File: src/rtl/display_scan_ctrl.sv
// Four-digit seven-segment scan controller: divides clk_i to a per-digit dwell
// and rotates selec_o/anodo_o through the enabled digits. Optional GHOST_BLANK_EN.
module display_scan_ctrl #(
  parameter int unsigned REFRESH_DIV  = 100000,
  parameter int unsigned BLANK_CYCLES = 64
) (
  input  logic       clk_i,
  input  logic       rst_n_i,
  input  logic       en_i,
  input  logic [3:0] digit_en_i,
  output logic [1:0] selec_o,
  output logic [3:0] anodo_o,
  output logic       tick_o
);

  localparam int unsigned PW = $clog2(REFRESH_DIV);
  localparam logic [PW-1:0] TERM = PW'(REFRESH_DIV - 1);

  logic [PW-1:0] prescaler;
  logic          strobe;
  logic [1:0]    next_sel;
  logic [1:0]    idx;
  logic          found;
  logic          blanking;
  logic [3:0]    onehot;

  assign strobe = en_i && (prescaler == TERM);

  // Search offsets +1,+2,+3,+0 so the current digit is the last resort.
  always_comb begin
    next_sel = selec_o;
    found    = 1'b0;
    idx      = '0;
    for (int unsigned i = 1; i <= 4; i++) begin
      idx = selec_o + 2'(i);
      if (!found && digit_en_i[idx]) begin
        next_sel = idx;
        found    = 1'b1;
      end
    end
  end

  always_ff @(posedge clk_i or negedge rst_n_i) begin
    if (!rst_n_i) begin
      prescaler <= '0;
      selec_o   <= '0;
      tick_o    <= 1'b0;
    end else begin
      tick_o <= strobe;
      if (en_i) begin
        prescaler <= strobe ? '0 : prescaler + 1'b1;
      end
      if (strobe) begin
        selec_o <= next_sel;
      end
    end
  end

`ifdef GHOST_BLANK_EN
  localparam logic [PW-1:0] BLANK = PW'(BLANK_CYCLES);
  assign blanking = (prescaler < BLANK);
`else
  assign blanking = 1'b0;
`endif

  assign onehot = 4'b0001 << selec_o;

  // Reset also darkens the anodes so the display is off while held in reset.
  always_comb begin
    anodo_o = '1;
    if (rst_n_i && en_i && !blanking) begin
      anodo_o = ~(onehot & digit_en_i);
    end
  end

endmodule

File: config.mk
export PLATFORM = sky130hd
export DESIGN_NAME = display_scan_ctrl
export DESIGN_NICKNAME = d
export VERILOG_FILES = /design/src/rtl/display_scan_ctrl.sv
export SDC_FILE = /design/constraint.sdc
export NUM_CORES = 1
export LEC_CHECK = 0
export ABC_AREA = 1
export CORE_MARGIN = 2
export CORE_UTILIZATION = 54
export DETAILED_ROUTE_END_ITERATION = 8
export HOLD_SLACK_MARGIN = 0.02
export PLACE_DENSITY = 0.77
export SLEW_MARGIN = 5
export SYNTH_ARGS = -nofsm -noshare
export SYNTH_HDL_FRONTEND = slang
export SYNTH_SLANG_ARGS = --single-unit
export TNS_END_PERCENT = 100
File: constraint.sdc
create_clock -name clk_i -period 4.1 [get_ports clk_i]
set_clock_uncertainty 0.2 [all_clocks]
set_input_delay 0.41 -clock clk_i [delete_from_list [all_inputs] [get_ports clk_i]]
set_output_delay 0.41 -clock clk_i [all_outputs]
set_load 0.01 [all_outputs]
# ---- Word level (Yosys, flattened, before mapping)
# Index checks and enable logic that the tools add are counted.
dict set report totals {
  register_bits 20
  inputBits 7
}
dict set report classes {
  addsub 4
  magnitude_cmp 4
  eq_ne 1
  shift 1
  mux 16
  bitwise_logic 3
  reduce_logical 10
}
# cell n
set ops {}
lappend ops {{17-bit by 1-bit adder with 17-bit output (second input constant)} 1}
lappend ops {{17-bit equality test (second input constant)} 1}
lappend ops {{17-bit two-way mux} 1}
lappend ops {{2-bit by 3-bit less-than comparator with 1-bit output (second input constant)} 4}
lappend ops {{1-bit binary-select mux with 2-bit select} 4}
lappend ops {{1-bit two-way mux} 7}
lappend ops {{2-bit two-way mux} 3}
lappend ops {{1-bit logical AND} 5}
lappend ops {{2-bit adder (second input constant)} 2}
lappend ops {{4-bit bitwise AND} 1}
lappend ops {{4-bit two-way mux} 1}
lappend ops {{4-bit inverter} 1}
lappend ops {{1-bit by 2-bit left shift with 4-bit output (first input constant)} 1}
lappend ops {{1-bit logical NOT} 3}
lappend ops {{3-bit AND reduction} 1}
lappend ops {{3-bit nonzero test} 1}
lappend ops {{2-bit by 1-bit adder with 2-bit output (second input constant)} 1}
lappend ops {{1-bit inverter} 1}

# ---- Depth between registers and ports, before layout
dict set report logic_depth {
  ltp_word 14
  depth_mapped 10
  depth_no_buf 10
}

# ---- Least setup slack after synthesis
# Ideal clock, no wire load.
dict set report synth_timing {
  kind {flip-flop to flip-flop}
  startpoint {register selec_o[0]}
  endpoint {register selec_o[0]}
  t_arrival_ps 1585
  required_ps 3787
  slack_ps 2202
  stages_incl_launch_ff 11
  path_buffers 0
  synth_period_minus_slack_ps 1898
  cell_sequence {dfrtp_1 > inv_2 > ha_1 > inv_1 > nand3_2 > nand2_4 > nand3_2 > nand3_1 > nand2_1 > nand2_1 > inv_1}
}
dict set report synth_via {
  elab_chain_len 14
  elab_cells_between_ends 26
  cone_classes {add/sub (3); mux (14); bitwise (1); reduce/logical (8)}
}
# element line
set synth_lines {}
lappend synth_lines {{start: declaration} 11} ;# output logic [1:0] selec_o,
lappend synth_lines {{start signal: assignment} 54} ;# selec_o <= next_sel;
lappend synth_lines {{2-bit by 1-bit adder with 2-bit output} 35} ;# idx = selec_o + 2'(i);
lappend synth_lines {{1-bit binary-select mux with 2-bit select} 36} ;# if (!found && digit_en_i[idx]) begin
lappend synth_lines {{1-bit two-way mux (not written as such)} 36}
lappend synth_lines {{1-bit two-way mux} 36}
lappend synth_lines {{1-bit logical NOT} 36}
lappend synth_lines {{1-bit logical AND} 36}
lappend synth_lines {{1-bit two-way mux} 36}
lappend synth_lines {{1-bit logical NOT} 36}
lappend synth_lines {{1-bit logical AND} 36}
lappend synth_lines {{1-bit two-way mux} 36}
lappend synth_lines {{1-bit logical NOT} 36}
lappend synth_lines {{1-bit logical AND} 36}
lappend synth_lines {{1-bit inverter (no source line)} --}
lappend synth_lines {{3-bit AND reduction (no source line)} --}
# Parallel ways exist; a longest one is shown, timed or not. The select of a mux whose other input is x is not followed.
# A chain may end at the register's enable or synchronous reset.

# ---- Worst setup path in the final report
dict set report layout_timing {
  startpoint {input en_i}
  endpoint {output anodo_o[2]}
}
dict set report layout_via {
  elab_chain_len 2
}
# element line
set layout_lines {}
lappend layout_lines {{start: declaration} 9} ;# input logic en_i,
lappend layout_lines {{1-bit logical AND} 71} ;# if (rst_n_i && en_i && !blanking) begin
lappend layout_lines {{4-bit two-way mux} 71}
lappend layout_lines {{end: declaration} 12} ;# output logic [3:0] anodo_o,
# Every way passes these cells.

==> impl_metrics.py <==
metrics = {
    "cts": {
        "cts_root_buffer": "clkbuf_4",
        "insertion_delay_ns": 0.32,
        "cts_tree": "done",
        "htree_num_levels": 1,
        "post_cts.repair.setup_buffers": 0,
        "hold_buffers": 0,
        "clkSinkCount": 20,
        "cts-resized-gates": 0,
        "path_clk_slew_ns": 0.12,
        "cts-buffers-inserted": 3,
        "clockBufferDepth": 2,
    },
    "setup_path": {
        "cp_data_required_time_ns": 3.49,
        "cp.depth": 5,
        "path_cells": "clkdlybuf4s50_1 -> nand2_1 -> inv_1 -> nand3_1 -> clkdlybuf4s50_1",
        "crit_family": "buffers and inverters",
        "path_buf_inv": 3,
        "cp_slowest_cell": "clkdlybuf4s50_1",
        "cp_max_fo": 13,
        "cp.arrival_ns": 1.90,
        "crit_path_end_kind": "primary output",
        "critPathKind": "input port to primary output",
        "worst_path_most_repeated_cell": "clkdlybuf4s50_1",
        "cpPeakStageDelay_ns": 0.73,
        "r2r_cells": 10,
        "cp-start-kind": "input port",
    },
    "timing": {
        "fin_crit_ns": 2.513,
        "whs_ns": 0.2183,
        "slew_headroom_pct": 71.73,
        "finalHoldViolCount": 0,
        "finalSetupViolCount": 0,
        "finalSetupTns_ns": 0,
        "fmax_ghz": 0.3980,
        "maxSlewViolCount": 0,
        "grt_setup_unrepaired": "false",
        "layout_setup_ws_ns": 1.587,
        "tightest_slew_ns": 0.4228,
        "post-route-period-util_pct": 61.29,
    },
    "detailed_routing": {
        "route.vias.total": 1363,
        "drt_pass1_iterations": 4,
        "via_per_inst": 5.430,
        "ant_nets": 0,
        "drtIter0Drc": 79,
        "drc_errors": 0,
        "postRouteWirelength_mm": 3.175,
        "wl_per_cell_um": 12.65,
    },
    "floorplan": {
        "ios": 14,
        "die_area_mm2": 0.003086,
        "row_count": 18,
        "die_y_um": 55.55,
        "core_mm2": 0.002500,
        "fp.dieW_um": 55.55,
        "start_util_pct": 57.41,
    },
    "power": {
        "pwr_density_cell_mw_per_mm2": 336.0,
        "irDropWorstVdd_v": 0.0002415,
        "leakagePower_nw": 0.7922,
        "finalPower_mw": 0.5520,
    },
    "hold_path": {
        "worstHoldPathType": "input port to asynchronous set/reset pin",
    },
    "placed_design": {
        "finalWeightedCongestion": 0.8628,
        "placed_area_mm2": 0.001607,
        "place_ws_ns": 1.562,
        "port_buffers": 13,
        "hpwl_mm": 2.543,
        "dp_cells": 247,
    },
    "logic_synthesis": {
        "synthArstFlopShare_pct": 100.0,
        "synth_area_per_cell_um2": 7.035,
        "synth_edf_count": 0,
        "netlist_top_cells_area": "dfrtp_1 35%, nand2_1 14%, nand3_1 8.0%",
        "synth_commonest_cells": "55 x nand2_1, 25 x inv_1, 23 x nand3_1, 20 x dfrtp_1, 17 x nor2_1",
        "netlist_instances": 204,
        "yosysTopAreaCell": "dfrtp_1",
        "synth_flop_cell": "dfrtp_1",
        "yosys_register_bits": 20,
        "syn_area_mm2": 0.001435,
        "synth_seq_area_share_pct": 34.87,
        "synth_cell_types": 25,
        "ys_warn_count": 0,
        "synth_top_area_share_pct": 34.87,
        "synth_nets": 216,
        "synth_most_common_cell": "nand2_1",
    },
    "grt": {
        "antenna_found_initial": 0,
        "track_usage_pct": 23.42,
        "grt_pass1_vias": 1359,
        "grt_pass1_wl_mm": 5.844,
        "grt_max_degree": 22,
        "grt-ovfl-total": 0,
    },
    "cells_and_area": {
        "drive_above_1_share_pct": 10.41,
        "fin_area_mm2": 0.001643,
        "antennaDiodeCount": 0,
        "final_util_pct": 65.72,
        "layoutNonFillerInstCount": 251,
        "area.growth.synth_to_final_pct": 14.47,
        "nets": 234,
    },
    "run_status": {
        "status": "finished clean",
    },
    "job": {
        "drv_cap": 0,
    },
}
## cells in the final DEF, fill, tap and decap left out, types with 2 or more instances in the layout
cell / synthesis / final
a21oi_1: 9 / 9
clkbuf_4: 0 / 3
clkdlybuf4s50_1: 0 / 13
clkinv_1: 2 / 2
dfrtp_1: 20 / 20
ha_1: 5 / 5
inv_1: 25 / 25
nand2_1: 55 / 55
nand2_2: 4 / 4
nand3_1: 23 / 23
nand3_2: 7 / 7
nand4_1: 8 / 8
nor2_1: 17 / 17
nor3_1: 9 / 9
o21ai_0: 3 / 3
o21ai_1: 3 / 3
xor2_1: 4 / 4
## cells by family after synthesis
| kind of cell | Yosys count | synth area share [%] |
|---|---|---|
| DFF | 20 | 34.87 |
| and+or+nand+nor | 129 | 44.55 |
| buffers and inverters | 29 | 7.585 |
| AOI/OAI and AO/OA | 17 | 6.190 |
| adders and majority gates | 5 | 4.359 |
| xor gates and xnor gates | 4 | 2.441 |
## routing by layer
metal  global-route usage (%)  routed length [µm]  vias to the layer above
met5                        0                   0                        -
met4                    7.666                  46                        0
met3                    5.386                 108                        7
met2                    38.78                1523                       27
met1                    30.18                1496                      625
li1                         -                   -                      704
## cell type report
cell class                      instances  area [µm²]
Multi-Input combinational cell        155       825.8
Inverter                               28       105.1
Clock buffer                            4       36.28
Tap cell                               30       37.54
Fill cell                             221       857.1
Sequential cell                        20       500.5
Timing Repair Buffer                   14       137.6
## flip-flops by register name, summed over array words and instances, names as in the netlist
register	flops
prescaler	17
selec_o	2
tick_o	1
## report_power, final
group | switching (mW) | internal [mW] | leakage (nW)
registers | 0.0530 | 0.232 | 0.226
clock network | 0.0640 | 0.0543 | 0.0210
logic | 0.0964 | 0.0526 | 0.545
total | 0.213 | 0.339 | 0.792
## worst reg2reg max path, delay by kind of cell, from the launching register on
| kind | cells | cell delay, ns |
|---|---|---|
| DFF | 1 | 0.56 |
| and+or+nand+nor | 6 | 0.49 |
| adders and majority gates | 1 | 0.38 |
| buffers and inverters | 3 | 0.35 |
## worst paths after layout
kind | endpoint | slack (ns) | from
min reg2reg | prescaler[1] | 0.38 | prescaler[1]
min in group clk_i | prescaler[1] | 0.38 | prescaler[1]
min | prescaler[2] | 0.22 | rst_n_i
max | anodo_o[2] | 1.59 | en_i
max in group asynchronous | prescaler[9] | 3.26 | rst_n_i
max reg2reg | selec_o[0] | 2.04 | selec_o[0]
No activity file was read; power rests on OpenSTA's default activity.
